**src/rtl/simple_req_ack_responder.sv**
```systemverilog
// rtl/simple_req_ack_responder.sv - 4-phase req/ack responder with programmable ack delay
// Counts completed handshakes and flags requests withdrawn before acknowledge.
module simple_req_ack_responder #(
    parameter int DELAY_W = 4,
    parameter int CNT_W   = 16
) (
    input  logic               clock,
    input  logic               reset,
    input  logic               req,
    output logic               ack,
    input  logic               enable,
    input  logic [DELAY_W-1:0] cfg_delay,
    output logic               busy,
    output logic [CNT_W-1:0]   txn_count,
    output logic               err_drop
);

    typedef enum logic [1:0] {
        ST_IDLE = 2'd0,
        ST_WAIT = 2'd1,
        ST_ACK  = 2'd2
    } state_t;

    localparam logic [DELAY_W-1:0] DELAY_ONE = DELAY_W'(1);
    localparam logic [CNT_W-1:0]   CNT_ONE   = CNT_W'(1);

    state_t             state;
    state_t             state_nxt;
    logic [DELAY_W-1:0] delay_cnt;
    logic [DELAY_W-1:0] delay_cnt_nxt;
    logic               ack_nxt;
    logic               err_drop_nxt;
    logic [CNT_W-1:0]   txn_count_nxt;

    always_ff @(posedge clock or posedge reset) begin
        if (reset) begin
            state     <= ST_IDLE;
            delay_cnt <= '0;
            ack       <= 1'b0;
            err_drop  <= 1'b0;
            txn_count <= '0;
        end else begin
            state     <= state_nxt;
            delay_cnt <= delay_cnt_nxt;
            ack       <= ack_nxt;
            err_drop  <= err_drop_nxt;
            txn_count <= txn_count_nxt;
        end
    end

    always_comb begin
        state_nxt     = state;
        delay_cnt_nxt = delay_cnt;
        ack_nxt       = ack;
        err_drop_nxt  = 1'b0;
        txn_count_nxt = txn_count;
        case (state)
            ST_IDLE: begin
                ack_nxt = 1'b0;
                if (enable && req) begin
                    state_nxt     = ST_WAIT;
                    delay_cnt_nxt = cfg_delay;
                end
            end
            ST_WAIT: begin
                // enable is deliberately ignored once a transaction is under way
                if (!req) begin
                    state_nxt     = ST_IDLE;
                    delay_cnt_nxt = '0;
                    err_drop_nxt  = 1'b1;
                end else if (delay_cnt == '0) begin
                    state_nxt = ST_ACK;
                    ack_nxt   = 1'b1;
                end else begin
                    delay_cnt_nxt = delay_cnt - DELAY_ONE;
                end
            end
            ST_ACK: begin
                if (!req) begin
                    state_nxt     = ST_IDLE;
                    ack_nxt       = 1'b0;
                    txn_count_nxt = txn_count + CNT_ONE;
                end
            end
            default: begin
                state_nxt = ST_IDLE;
                ack_nxt   = 1'b0;
            end
        endcase
    end

    assign busy = (state != ST_IDLE);

endmodule

```
**config.mk**
```make
export PLATFORM = sky130hd
export DESIGN_NAME = simple_req_ack_responder
export DESIGN_NICKNAME = d
export VERILOG_FILES = /design/src/rtl/simple_req_ack_responder.sv
export SDC_FILE = /design/constraint.sdc
export NUM_CORES = 1
export LEC_CHECK = 0
export ABC_AREA = 1
export CORE_MARGIN = 4
export CORE_UTILIZATION = 50
export CTS_CLUSTER_DIAMETER = 30
export CTS_CLUSTER_SIZE = 25
export DETAILED_ROUTE_END_ITERATION = 10
export PLACE_DENSITY_LB_ADDON = 0.12
export RECOVER_POWER = 25
export SYNTH_ARGS = -nofsm -noshare
export SYNTH_HDL_FRONTEND = slang
export SYNTH_SLANG_ARGS = --single-unit
```
**constraint.sdc**
```tcl
create_clock -name clock -period 1.7 [get_ports clock]
set_input_delay 0.34 -clock clock [delete_from_list [all_inputs] [get_ports clock]]
set_output_delay 0.34 -clock clock [all_outputs]
set_load 0.02 [all_outputs]
```
==> Word-level counts from Yosys, hierarchy flattened <==
Cells that the tools add are included.
{ "classes": {"n_addsub": 2, "n_eq_ne": 8, "mux": 15, "bitwise_logic": 1, "n_reduce_logical": 9} }
{ "ops": {"columns": ["cell", "count"], "rows": [
  ["16-bit by 1-bit adder with 16-bit output (second input constant)", 1],
  ["4-bit two-way mux", 3],
  ["3-bit AND reduction", 3],
  ["2-bit two-way mux", 4],
  ["2-bit != test (second input constant)", 4],
  ["4-bit case mux with 2 select lines", 1],
  ["3-bit != test (second input constant)", 2],
  ["2-bit case mux with 3 select lines", 1],
  ["1-bit two-way mux", 5],
  ["4-bit logical NOT", 1],
  ["2-bit nonzero test", 2],
  ["4-bit by 1-bit subtractor with 4-bit output (second input constant)", 1],
  ["2-bit by 1-bit == test with 1-bit output (second input constant)", 1],
  ["2-bit == test (second input constant)", 1],
  ["2-bit logical NOT", 1],
  ["1-bit case mux with 2 select lines", 1],
  ["2-bit AND reduction", 1],
  ["1-bit logical AND", 1],
  ["1-bit NOT", 1]
]} }
{ "word_totals": {"ff_bits": 24, "input_bits": 8, "out_inout_bits": 19} }

==> Depth between registers and ports, before layout <==
{ "depth": {"word_depth": 4, "mapped_depth": 8, "mapped_depth_nobuf": 8} }

==> Worst setup path before layout <==
OpenSTA, ideal clock, no wires.
{ "synth_timing": {"kind": "register to register", "start": "register txn_count[0]", "end": "register txn_count[10]", "setup_time_ps": 121, "t_arrival_ps": 1235, "required_ps": 1579, "path_slack_ps": 343, "path_stages_with_launch": 6, "path_buffers": 0, "synth_period_minus_slack_ps": 1357, "cell_sequence": "dfrtp_1 > ha_1 > nand4_1 > nor2_2 > nand2_1 > xor2_1"} }
{ "synth_via": {"elab_chain_cells": 1} }
{ "synth_rtl": {"columns": ["item", "line", "source"], "rows": [
  ["start: declaration", "14", "output logic [CNT_W-1:0] txn_count,"],
  ["start signal: assignment", "47", "txn_count <= txn_count_nxt;"],
  ["16-bit by 1-bit adder with 16-bit output", "82", "txn_count_nxt = txn_count + CNT_ONE;"]
]} }
Every way passes these cells.
A chain may end at the register's enable or synchronous reset.

==> Worst setup path after layout <==
{ "layout_timing": {"start": "register ack", "end": "output ack"} }
{ "layout_lines": {"columns": ["item", "line", "source"], "rows": [
  ["start: declaration", "10", "output logic ack,"],
  ["start signal: assignment", "45", "ack <= ack_nxt;"]
]} }
No word-level cell between the ends.

==> flow_summary.toml <==
[route]
vias = 1139
drc = 0
wl_per_cell_um = 12.37
wirelength_mm = 2.846
ant_nets = 0
routed_via_density = 4.952
dr.pass1.iters = 4
first_iter_violations = 44

[clocking]
cts_made_buffers = 3
cts_hold_buffers = 0
root_buffer = "clkbuf_4"
cts.path.max_buffers = 2
cts_tree = "done"
clk_pin_slew_ps = 150
cts_sinks = 24
clkLatencyLatePin_ps = 320
h-tree-depth = 1
cts_resized = 15
cts_setup_buffers = 0

[power]
peakVddDrop_mv = 0.8902
power_density_nw_per_um2 = 1180
power_uw = 2032
p_leak_uw = 0.0009227

[placement]
pre_cts_ws_ps = -17.42
numPortBuffers = 26
dp.cells = 226
place_congestion = 0.8564
dp_hpwl_mm = 2.244

[synthesis]
ys_seq_area_share_pct = 44.53
synthDistinctLibCells = 22
synth_area_um2 = 1349
syn_avg_cell_area_um2 = 8.175
synth_nets = 176
synthCells = 165
ys_ff_latch = 24
ys_warn_count = 0

[floorplan]
coreArea_um2 = 2522
pin_count = 27
rows = 18
die_x_um = 59.94
dieArea_um2 = 3593
start_util_pct = 53.47
die_h_um = 59.94

[outcome]
run_status = "complete, no violations"

[grt]
grt_overflow = 0
busiest_layer = "met2"
use_met2_pct = 27.78
grt_pass1_vias = 1143
grt_max_degree = 25
track_usage_pct = 18.11
grt_pass1_wl_mm = 4.974
antenna_found_initial = 0
use_met1_pct = 26.05
met3_usage_pct = 2.808

[setup_path]
crit_path_max_fanout = 2
cp_top_family = "buffers and inverters"
start_kind = "flop"
cp.required_ps = 1360
crit_chain = "clkdlybuf4s50_1"
worstSetupPathType = "flop to primary output"
worst-path-buf-inv = 1
max_stage_delay_ps = 610
cp.arrival_ps = 1300
endpoint_kind = "primary output"
cpMaxStageDelayCell = "clkdlybuf4s50_1"

[sta]
fin_tns_setup_ps = 0
relSlewSlack_pct = 60.18
finalCritPeriodShare_pct = 96.75
rsz0062_at_grt = "false"
fmax_mhz = 608.0
slew_viol_final = 0
worstMarginPinSlew_ps = 597.4
hold_viol = 0
fin_crit_ps = 1645
fin_ws_ps = 55.24
hold_ws_ps = 519.3
setup_violations = 0
clock_skew_ps = 13.52

[hold_path]
hold_path_class = "flop to flop"

[layout]
final_cell_count_no_fill = 230
antenna_cells = 0
area_growth_pct = 27.74
fin_nets = 212
drive_gt1_share_pct = 13.00

[run]
drv_cap = 0
==> report_power, final <==
group	switching [µW]	internal [µW]	total (µW)	leakage (µW)
registers	83.6	680	764	0.000303
clock network	184	238	422	0.0000279
logic	507	339	846	0.000592
total	775	1260	2030	0.000923
==> metal layers <==
layer / routed length, µm / up-vias / part of all wire (%)
met4: 20 / 0 / 0.70
li1: - / 582 / -
met5: 0 / - / 0
met1: 1394 / 527 / 49
met3: 144 / 2 / 5.1
met2: 1288 / 28 / 45
==> sequential cells by signal (all words and copies together) (netlist names) <==
register / flops
txn_count: 16
delay_cnt: 4
state: 2
ack: 1
err_drop: 1
==> cells in the final DEF, fill, tap and decap left out <==
cell type        instances
xor2_1                   5
dlymetal6s2s_1           2
a21oi_1                  1
o21ai_0                 11
nor2_1                  10
bufinv_16                1
mux2_2                   1
nand4_1                  7
nand2_4                  1
clkbuf_2                 1
nand3_1                  8
inv_1                   28
inv_2                    4
xnor2_1                  5
nor2_8                   2
nor3_2                   1
clkdlybuf4s50_1          8
dfrtp_1                 24
dlygate4sd3_1            1
buf_4                    4
nand2_1                 42
nor2_4                   2
ha_1                     3
clkbuf_4                 3
dlygate4sd2_1           15
o21bai_1                 1
nor2_2                   4
nand3_4                  1
nand2_2                  1
nor3_1                   3
==> layout make-up <==
class | count | area (µm²)
clock inverters | 1 | 30.03
multi-input cells | 109 | 630.6
fillers | 230 | 799.5
repair buffers | 31 | 281.5
inverters | 32 | 120.1
flip-flops and latches | 24 | 600.6
clock buffers | 3 | 22.52
well taps | 30 | 37.54
==> stage by stage <==
stage,area (µm²),utilization (%)
3_3_place_gp,1684,66.77
2_1_floorplan,1349,-
3_5_place_dp,1684,66.77
6_report,1723,68.30
4_1_cts,1718,68.11
5_1_grt,1723,68.30
==> kinds of logic (layout without fill, tap and decap cells) <==
group,count (synthesis),count (layout),share of synthesized area [%]
AO/OA/AOI/OAI,13,13,5.009
flip-flops,24,24,44.53
buffers and inverters,32,67,8.905
multiplexers,1,1,0.8348
AND/OR/NAND/NOR,82,82,31.45
XOR/XNOR,10,10,6.493
adder cells (fa/ha/maj),3,3,2.783
==> worst paths after layout <==
check                      depth (start not counted)  slack [ps]                         to                       from
min                                                2         520  txn_count[15]$_DFFE_PP0P_  txn_count[15]$_DFFE_PP0P_
max reg2reg                                        7         310   txn_count[9]$_DFFE_PP0P_       state[0]$_DFFE_PP0P_
max                                                1          60                        ack            ack$_DFFE_PP0P_
min in group asynchronous                          3         600  txn_count[15]$_DFFE_PP0P_                      reset
max in group asynchronous                          3         700   delay_cnt[1]$_DFFE_PP0P_                      reset
min reg2reg                                        2         520  txn_count[15]$_DFFE_PP0P_  txn_count[15]$_DFFE_PP0P_
==> Yosys cell counts, drive strengths merged <==
cell / number / area share (%)
a21oi: 1 / 0.37
dfrtp: 24 / 45
ha: 3 / 2.8
inv: 32 / 8.9
mux2: 1 / 0.83
nand2: 44 / 13
nand3: 9 / 4.3
nand4: 7 / 3.2
nor2: 18 / 9.1
nor3: 4 / 1.9
o21ai: 11 / 4.1
o21bai: 1 / 0.56
xnor2: 5 / 3.2
xor2: 5 / 3.2
Power figures use the tool's default switching activity.
